File: config.mk
export PLATFORM = sky130hd
export DESIGN_NAME = alu_share_arb_flat
export DESIGN_NICKNAME = d
export VERILOG_FILES = /design/src/rtl/alu_arb_pkg.sv /design/src/rtl/alu_share_arb_if.sv /design/src/rtl/alu_rr_arb2.sv /design/src/rtl/alu_share_arb.sv /design/src/flat_wrapper.sv
export SDC_FILE = /design/constraint.sdc
export NUM_CORES = 1
export LEC_CHECK = 0
export ABC_AREA = 1
export BUFFER_PORTS_ARGS = -buffer_cell sky130_fd_sc_hd__buf_2
export CAP_MARGIN = 10
export CORE_ASPECT_RATIO = 0.6
export CORE_MARGIN = 2
export CORE_UTILIZATION = 42
export CTS_CLUSTER_DIAMETER = 100
export DETAILED_ROUTE_END_ITERATION = 10
export PLACE_DENSITY = 0.79
export SLEW_MARGIN = 10
export SYNTH_ARGS = -nofsm -noshare
export SYNTH_HDL_FRONTEND = slang
export SYNTH_SLANG_ARGS = --single-unit
File: constraint.sdc
create_clock -name clk -period 7.1 [get_ports clk]
set_input_delay 0.355 -clock clk [delete_from_list [all_inputs] [get_ports clk]]
set_output_delay 0.355 -clock clk [all_outputs]
set_load 0.1 [all_outputs]
File: src/rtl/alu_arb_pkg.sv
// -----------------------------------------------------------------------------
// alu_arb_pkg
// Shared definitions for the shared-ALU arbiter slice:
//   - DATA_W     : operand/result width (only 32 is supported)
//   - OP_*       : 3-bit ALU op encodings
//   - FLG_*      : bit positions inside the 4-bit {N, Z, C, V} flag vector
//   - buf_state_e: one-entry response buffer state
//   - alu_out_t  : combinational ALU result bundle
// -----------------------------------------------------------------------------
package alu_arb_pkg;

    localparam int DATA_W = 32;

    localparam logic [2:0] OP_ADD = 3'b000;
    localparam logic [2:0] OP_SUB = 3'b001;
    localparam logic [2:0] OP_AND = 3'b010;
    localparam logic [2:0] OP_OR  = 3'b011;
    localparam logic [2:0] OP_SLT = 3'b101;

    localparam int FLG_N = 3;
    localparam int FLG_Z = 2;
    localparam int FLG_C = 1;
    localparam int FLG_V = 0;

    typedef enum logic {
        EMPTY = 1'b0,
        FULL  = 1'b1
    } buf_state_e;

    typedef struct packed {
        logic [DATA_W-1:0] result;
        logic [3:0]        flags;
    } alu_out_t;

endpackage

File: src/rtl/alu_share_arb_if.sv
// -----------------------------------------------------------------------------
// alu_share_arb_if
// Bundles the two requester channels and the response channel of
// alu_share_arb.
//   master : issue/writeback side (drives requests, consumes responses)
//   slave  : the arbiter itself
// -----------------------------------------------------------------------------
interface alu_share_arb_if;
    import alu_arb_pkg::*;

    logic              req0_valid;
    logic              req0_ready;
    logic [DATA_W-1:0] req0_a;
    logic [DATA_W-1:0] req0_b;
    logic [2:0]        req0_op;

    logic              req1_valid;
    logic              req1_ready;
    logic [DATA_W-1:0] req1_a;
    logic [DATA_W-1:0] req1_b;
    logic [2:0]        req1_op;

    logic              rsp_valid;
    logic              rsp_ready;
    logic              rsp_id;
    logic [DATA_W-1:0] rsp_result;
    logic [3:0]        rsp_flags;
    logic              rsp_err;

    modport master (
        output req0_valid, req0_a, req0_b, req0_op,
        input  req0_ready,
        output req1_valid, req1_a, req1_b, req1_op,
        input  req1_ready,
        input  rsp_valid, rsp_id, rsp_result, rsp_flags, rsp_err,
        output rsp_ready
    );

    modport slave (
        input  req0_valid, req0_a, req0_b, req0_op,
        output req0_ready,
        input  req1_valid, req1_a, req1_b, req1_op,
        output req1_ready,
        output rsp_valid, rsp_id, rsp_result, rsp_flags, rsp_err,
        input  rsp_ready
    );

endinterface

File: src/rtl/alu_rr_arb2.sv
// -----------------------------------------------------------------------------
// alu_rr_arb2
// Two-way round-robin grant with a last_grant register.
//   clk, rst : clock, asynchronous active-high reset
//   valid0/1 : requester n presents an operation
//   accept   : the granted operation is taken this cycle
//   grant    : granted requester ID (combinational)
// On a conflict the requester not named by last_grant wins. last_grant
// resets to 1 so requester 0 wins the first conflict, and it only moves
// on an actual accept, so a stalled grant does not rotate.
// -----------------------------------------------------------------------------
module alu_rr_arb2 (
    input  logic clk,
    input  logic rst,
    input  logic valid0,
    input  logic valid1,
    input  logic accept,
    output logic grant
);

    logic last_grant;

    always_comb begin
        if (valid0 && valid1) grant = ~last_grant;
        else                  grant = valid1;
    end

    // NOTE: state registers use non-blocking assignments so every flop
    // samples pre-edge values regardless of block evaluation order.
    always_ff @(posedge clk or posedge rst) begin
        if (rst)         last_grant <= 1'b1;
        else if (accept) last_grant <= grant;
    end

endmodule

File: src/rtl/alu_share_arb.sv
// -----------------------------------------------------------------------------
// alu_share_arb
// Shares one 32-bit combinational ALU between two requesters. The granted
// operation is evaluated and registered into a one-entry response buffer
// with a valid/ready handshake (result one cycle after accept, one op per
// cycle while rsp_ready stays high).
//   clk, rst : clock, asynchronous active-high reset
//   bus      : alu_share_arb_if.slave
//              req0_*/req1_* valid/ready/a/b/op request channels
//              rsp_valid/ready/id/result/flags/err response channel
// Optional feature: define ALU_ARB_ILLEGAL_OP_EN to register rsp_err for
// ops 100, 110 and 111; otherwise rsp_err is tied to 0.
// -----------------------------------------------------------------------------
module alu_share_arb
    import alu_arb_pkg::*;
(
    input  logic            clk,
    input  logic            rst,
    alu_share_arb_if.slave  bus
);

    function automatic alu_out_t alu_eval(
        input logic [DATA_W-1:0] a,
        input logic [DATA_W-1:0] b,
        input logic [2:0]        op
    );
        alu_out_t          r;
        logic              use_sub;
        logic [DATA_W-1:0] bb;
        logic [DATA_W:0]   sum;
        // slt shares the subtract path; plain add is the only non-inverting case
        use_sub = (op != OP_ADD);
        bb      = use_sub ? ~b : b;
        sum     = {1'b0, a} + {1'b0, bb} + {{DATA_W{1'b0}}, use_sub};
        r       = '0;
        case (op)
            OP_ADD, OP_SUB: begin
                r.result       = sum[DATA_W-1:0];
                r.flags[FLG_C] = sum[DATA_W];
                r.flags[FLG_V] = (a[DATA_W-1] == bb[DATA_W-1]) &&
                                 (sum[DATA_W-1] != a[DATA_W-1]);
            end
            OP_AND:  r.result = a & b;
            OP_OR:   r.result = a | b;
            // raw sign of the difference, deliberately without overflow correction
            OP_SLT:  r.result = {{(DATA_W-1){1'b0}}, sum[DATA_W-1]};
            default: r.result = '0;
        endcase
        r.flags[FLG_Z] = (r.result == '0);
        r.flags[FLG_N] = r.result[DATA_W-1];
        return r;
    endfunction

    buf_state_e        state;
    logic              grant;
    logic              can_accept;
    logic              accept;
    logic [DATA_W-1:0] op_a;
    logic [DATA_W-1:0] op_b;
    logic [2:0]        op_sel;
    alu_out_t          alu;

    alu_rr_arb2 u_arb (
        .clk    (clk),
        .rst    (rst),
        .valid0 (bus.req0_valid),
        .valid1 (bus.req1_valid),
        .accept (accept),
        .grant  (grant)
    );

    // a full buffer can take a new op in the same cycle it is drained
    assign can_accept     = (state == EMPTY) || (bus.rsp_valid && bus.rsp_ready);
    assign accept         = can_accept && (grant ? bus.req1_valid : bus.req0_valid);
    assign bus.req0_ready = can_accept && !grant;
    assign bus.req1_ready = can_accept &&  grant;

    assign op_a   = grant ? bus.req1_a  : bus.req0_a;
    assign op_b   = grant ? bus.req1_b  : bus.req0_b;
    assign op_sel = grant ? bus.req1_op : bus.req0_op;
    assign alu    = alu_eval(op_a, op_b, op_sel);

    always_ff @(posedge clk or posedge rst) begin
        if (rst) begin
            state          <= EMPTY;
            bus.rsp_valid  <= 1'b0;
            bus.rsp_id     <= 1'b0;
            bus.rsp_result <= '0;
            bus.rsp_flags  <= '0;
        end else begin
            case (state)
                EMPTY: begin
                    if (accept) begin
                        state         <= FULL;
                        bus.rsp_valid <= 1'b1;
                    end
                end
                FULL: begin
                    if (bus.rsp_ready && !accept) begin
                        state         <= EMPTY;
                        bus.rsp_valid <= 1'b0;
                    end
                end
                default: begin
                    state         <= EMPTY;
                    bus.rsp_valid <= 1'b0;
                end
            endcase
            // fields only move on accept, so they hold stable under back-pressure
            if (accept) begin
                bus.rsp_id     <= grant;
                bus.rsp_result <= alu.result;
                bus.rsp_flags  <= alu.flags;
            end
        end
    end

`ifdef ALU_ARB_ILLEGAL_OP_EN
    logic illegal;

    assign illegal = !(op_sel inside {OP_ADD, OP_SUB, OP_AND, OP_OR, OP_SLT});

    always_ff @(posedge clk or posedge rst) begin
        if (rst)         bus.rsp_err <= 1'b0;
        else if (accept) bus.rsp_err <= illegal;
    end
`else
    assign bus.rsp_err = 1'b0;
`endif

endmodule

File: src/flat_wrapper.sv
// flat-port wrapper written by rule: the top's interface ports become plain ports
module alu_share_arb_flat import alu_arb_pkg::*;
  (clk, rst, bus_req0_valid, bus_req0_a, bus_req0_b, bus_req0_op, bus_req0_ready, bus_req1_valid, bus_req1_a, bus_req1_b, bus_req1_op, bus_req1_ready, bus_rsp_valid, bus_rsp_id, bus_rsp_result, bus_rsp_flags, bus_rsp_err, bus_rsp_ready);
  alu_share_arb_if bus_i ();
  input  logic clk;
  input  logic rst;
  input wire logic [$bits(bus_i.req0_valid)-1:0] bus_req0_valid;
  input wire logic [$bits(bus_i.req0_a)-1:0] bus_req0_a;
  input wire logic [$bits(bus_i.req0_b)-1:0] bus_req0_b;
  input wire logic [$bits(bus_i.req0_op)-1:0] bus_req0_op;
  output wire logic [$bits(bus_i.req0_ready)-1:0] bus_req0_ready;
  input wire logic [$bits(bus_i.req1_valid)-1:0] bus_req1_valid;
  input wire logic [$bits(bus_i.req1_a)-1:0] bus_req1_a;
  input wire logic [$bits(bus_i.req1_b)-1:0] bus_req1_b;
  input wire logic [$bits(bus_i.req1_op)-1:0] bus_req1_op;
  output wire logic [$bits(bus_i.req1_ready)-1:0] bus_req1_ready;
  output wire logic [$bits(bus_i.rsp_valid)-1:0] bus_rsp_valid;
  output wire logic [$bits(bus_i.rsp_id)-1:0] bus_rsp_id;
  output wire logic [$bits(bus_i.rsp_result)-1:0] bus_rsp_result;
  output wire logic [$bits(bus_i.rsp_flags)-1:0] bus_rsp_flags;
  output wire logic [$bits(bus_i.rsp_err)-1:0] bus_rsp_err;
  input wire logic [$bits(bus_i.rsp_ready)-1:0] bus_rsp_ready;
  assign bus_i.req0_valid = bus_req0_valid;
  assign bus_i.req0_a = bus_req0_a;
  assign bus_i.req0_b = bus_req0_b;
  assign bus_i.req0_op = bus_req0_op;
  assign bus_req0_ready = bus_i.req0_ready;
  assign bus_i.req1_valid = bus_req1_valid;
  assign bus_i.req1_a = bus_req1_a;
  assign bus_i.req1_b = bus_req1_b;
  assign bus_i.req1_op = bus_req1_op;
  assign bus_req1_ready = bus_i.req1_ready;
  assign bus_rsp_valid = bus_i.rsp_valid;
  assign bus_rsp_id = bus_i.rsp_id;
  assign bus_rsp_result = bus_i.rsp_result;
  assign bus_rsp_flags = bus_i.rsp_flags;
  assign bus_rsp_err = bus_i.rsp_err;
  assign bus_i.rsp_ready = bus_rsp_ready;
  alu_share_arb u_core (.clk(clk), .rst(rst), .bus(bus_i));
endmodule
==> impl_metrics.yaml <==
status:
  status: "complete, no violations"
global_route:
  grt_max_degree: 65
  grt_usage_pct: 31.0
  grt_antenna_before_repair: 0
  overflow: 0
  via_count_of_the_first_global_routing_pass: 6085
  first_pass_grt_wire_length_mm: 34.3
timing:
  report.final.hold_viol_count: 0
  post-route-period-util_pct: 69.9
  fin_hold_ws_ns: 0.185
  max_freq_mhz: 201
  slew_viol_final: 0
  setup_viol_count_final: 0
  slew_headroom_pct: 25.1
  max_slew.worst_pin.slew_ns: 1.12
  tns_ns: 0
  final.min_clock_period_ns: 4.97
  grt_setup_unrepaired: "false"
  clock-skew-final_ns: 0.00251
floorplanning:
  die_y_um: 93.7
  top_level_ports: 180
  row_cnt: 32
  fp.dieArea_um2: 14400
  initial_core_util_pct: 43.4
  design.core.area_um2: 13000
  chipWidth_um: 153
setup_path:
  crit_type: "reg -> reg"
  worstPathBufferInverterCount: 4
  register_to_register_path_setup_slack_ns: 2.13
  maximum_fanout_encountered_on_the_critical_timing_path: 64
  timing.rr.start: "u_core.u_arb.last_grant$_DFFE_PP1P_"
  capturing_element_type_of_the_critical_path: "flip-flop"
  timing.critical_path.slowest_stage_cell: "sky130_fd_sc_hd__dfstp_2"
  worst_ep_required_time_ns: 7.32
  critical_path.startpoint_type: "flip-flop"
  critical_path.top_delay_family: "simple AND/OR/NAND/NOR gates"
  worstPathArrival_ns: 5.18
  timing.critical_path.mode_cell: "sky130_fd_sc_hd__nand2_1"
  timing.critical_path.slowest_cell_delay_ns: 0.54
  reg2reg_to: "u_core.bus.rsp_flags[2]$_DFFE_PP0P_"
  worst-r2r-cell-count: 25
synthesis:
  synth_common_cells: "sky130_fd_sc_hd__nand2_1 (371), sky130_fd_sc_hd__nor2_1 (105), sky130_fd_sc_hd__inv_1 (103), sky130_fd_sc_hd__nand3_1 (70), sky130_fd_sc_hd__o21ai_0 (61)"
  yosys.area.top_type: "sky130_fd_sc_hd__nand2_1"
  synth_ff_type: "sky130_fd_sc_hd__dfrtp_1"
  synth.cell_area_um2: 5630
  synth_top_family_by_area: "simple AND/OR/NAND/NOR gates"
  synth_enable_flop_cells: 0
  synth_cell_types: 45
  yosysTopAreaCellShare_pct: 24.7
  syn-mean-instance-area_um2: 5.65
  synth.yosys.warnings: 0
  yosys_register_bits: 39
  synth-simple-area-share_pct: 42.5
  synth.top_cells.by_area: "sky130_fd_sc_hd__nand2_1 (25%), sky130_fd_sc_hd__dfrtp_1 (17%), sky130_fd_sc_hd__nor2_1 (7.0%)"
  yosysMostFrequentCell: "sky130_fd_sc_hd__nand2_1"
  asyncSetResetFlopFracSynth_pct: 100
  yosys.area_share.xor_xnor_pct: 4.82
  synth_mux_area_share_pct: 0.356
  synth-compound-area-share_pct: 15.7
  netlist_instances: 996
  synthAdderAreaFrac_pct: 9.05
  syn-num-nets: 1167
  ys_seq_area_share_pct: 17.4
pwr:
  vdd_ir_drop_max_uv: 413
  power.leakage_uw: 0.00378
  power-per-cell-area_nw_per_um2: 446
cells_and_area:
  multi_input_comb_area_um2: 4090
  fill_cells: 1405
  layout-drive-gt1-share_pct: 18.4
  diodes: 0
  layout-area-overhead-vs-synth_pct: 19.7
  finish.net_count: 1323
  layout.area.seq_um2: 977
placement:
  portBuffers: 178
  place_hpwl_mm: 19.4
  gpl.final_weighted_congestion: 1.02
clock_network:
  cts_hold_buffers: 0
  clk_root_buffer_cell: "sky130_fd_sc_hd__clkbuf_16"
  cts_buffers: 5
  h-tree-depth: 2
  clk-insertion-delay-late_ns: 0.28
  tritoncts: "done"
  post-cts-setup-buffers: 0
  ctsLongestPathBuffers: 2
  numClockSinks: 39
  clk_pin_slew_ns: 0.05
  cts_resized: 0
drt:
  dr_total_vias: 7016
  post_drt_wl_per_cell_um: 17.3
  dr.first_iter.drc_count: 662
  routed_via_density: 5.30
  drt_pass1_iterations: 6
  ant_nets: 0
  wirelength_mm: 22.8
  drc: 0
job:
  max-cap-violations: 0
worst_hold_path:
  hold_class: "in -> async"
stage by stage:
| step | worst slack [ns] | instance area, um2 | total power, uW | utilization (%) | std cells |
|---|---|---|---|---|---|
| after floorplan | 3.59 | 5630 | 2190 | - | 996 |
| after detailed placement | 2.22 | 6600 | 2730 | 50.9 | 1315 |
| after CTS | 2.20 | 6740 | 2950 | 51.9 | 1323 |
| final | 2.13 | 6740 | 3000 | 51.9 | 1323 |
| after global placement | 2.28 | 6600 | 2730 | 50.9 | 1315 |
| after global routing | 1.65 | 6740 | 3180 | 51.9 | 1323 |
registers in the layout, indices dropped and copies added (netlist names):
signal and count:
u_core.bus.rsp_valid 1, u_core.bus.rsp_result 31, u_core.state 1, u_core.u_arb.last_grant 1, u_core.bus.rsp_flags 4, u_core.bus.rsp_id 1
logic make-up (layout without fill, tap and decap cells):
logic type / count (synthesis) / count (layout)
and+or+nand+nor: 587 / 587
AOI/OAI and AO/OA: 155 / 155
buffers and inverters: 139 / 296
adders and majority gates: 42 / 42
DFF: 39 / 39
xor gates and xnor gates: 31 / 31
muxes: 2 / 2
other: 1 / 1
worst reg2reg max path, cell delays in order (launching register included):
cell and delay [ns]:
sky130_fd_sc_hd__dfstp_2 0.54, sky130_fd_sc_hd__nand2_2 0.13, sky130_fd_sc_hd__nand2_4 0.23, sky130_fd_sc_hd__buf_4 0.52, sky130_fd_sc_hd__inv_2 0.51, sky130_fd_sc_hd__a21boi_2 0.37, sky130_fd_sc_hd__xor2_1 0.15, sky130_fd_sc_hd__fa_1 0.52
sky130_fd_sc_hd__nand2_1 0.10, sky130_fd_sc_hd__inv_1 0.05, sky130_fd_sc_hd__nand2_1 0.08, sky130_fd_sc_hd__nand3_1 0.16, sky130_fd_sc_hd__nand2_1 0.13, sky130_fd_sc_hd__nand2_1 0.10, sky130_fd_sc_hd__nand4_1 0.10, sky130_fd_sc_hd__o211ai_1 0.13
sky130_fd_sc_hd__or2_2 0.30, sky130_fd_sc_hd__nand3_1 0.09, sky130_fd_sc_hd__o21ai_0 0.18, sky130_fd_sc_hd__inv_1 0.12, sky130_fd_sc_hd__nand2_1 0.06, sky130_fd_sc_hd__nor2_1 0.09, sky130_fd_sc_hd__nand3_1 0.08, sky130_fd_sc_hd__nor2_1 0.10
sky130_fd_sc_hd__nand2_1 0.06, sky130_fd_sc_hd__nand2_1 0.05
cell type report:
class / count / area share (%)
multi-input cells: 818 / 60.7
flip-flops and latches: 39 / 14.5
repair buffers: 182 / 13.7
inverters: 106 / 5.90
well taps: 170 / 3.16
clock buffers: 7 / 1.97
clock inverters: 1 / 0.0743
where the power goes:
| part | internal (uW) | switching (uW) |
|---|---|---|
| registers | 329 | 60.6 |
| clock network | 130 | 80.8 |
| logic | 541 | 1860 |
how the worst max path moves through the flow:
stage	slack [ns]	from	endpoint	cells after the start
global placement	2.28	u_core.u_arb.last_grant$_DFFE_PP1P_	u_core.bus.rsp_flags[2]$_DFFE_PP0P_	25
finish	2.13	u_core.u_arb.last_grant$_DFFE_PP1P_	u_core.bus.rsp_flags[2]$_DFFE_PP0P_	25
CTS	2.20	u_core.u_arb.last_grant$_DFFE_PP1P_	u_core.bus.rsp_flags[2]$_DFFE_PP0P_	25
global route	1.65	u_core.u_arb.last_grant$_DFFE_PP1P_	u_core.bus.rsp_flags[2]$_DFFE_PP0P_	25
detailed placement	2.22	u_core.u_arb.last_grant$_DFFE_PP1P_	u_core.bus.rsp_flags[2]$_DFFE_PP0P_	25
floorplan	3.59	u_core.u_arb.last_grant$_DFFE_PP1P_	u_core.bus.rsp_flags[2]$_DFFE_PP0P_	27
layout by cell type, fill, tap and decap left out, types with 3 or more instances in the layout:
master                        n
sky130_fd_sc_hd__a21o_1       6
sky130_fd_sc_hd__clkbuf_16    5
sky130_fd_sc_hd__nand2_1    371
sky130_fd_sc_hd__inv_1      103
sky130_fd_sc_hd__maj3_1       9
sky130_fd_sc_hd__a21oi_1     45
sky130_fd_sc_hd__a31oi_1     15
sky130_fd_sc_hd__nand2_2      5
sky130_fd_sc_hd__o21ai_0     61
sky130_fd_sc_hd__nor3_1       9
sky130_fd_sc_hd__o21a_1       4
sky130_fd_sc_hd__ha_1        31
sky130_fd_sc_hd__nand4_1     11
sky130_fd_sc_hd__xor2_1       7
sky130_fd_sc_hd__xnor2_1     24
sky130_fd_sc_hd__buf_4        4
sky130_fd_sc_hd__inv_2        3
sky130_fd_sc_hd__nand3_1     70
sky130_fd_sc_hd__dfrtp_1     38
sky130_fd_sc_hd__o21bai_1     6
sky130_fd_sc_hd__nor2_1     105
sky130_fd_sc_hd__buf_2      178
sky130_fd_sc_hd__nand3b_1     6
sky130_fd_sc_hd__o21ai_1      4
sky130_fd_sc_hd__or2_2        5
sky130_fd_sc_hd__o21ai_2      3
routing by layer:
layer / track usage, % / wire (um) / part of all wire, %
met1: 50.4 / 11600 / 51
met2: 35.9 / 7310 / 32
met3: 13.1 / 3730 / 16
met4: 4.66 / 173 / 0.76
met5: 0 / 0 / 0
(Power assumes the default switching activity.)
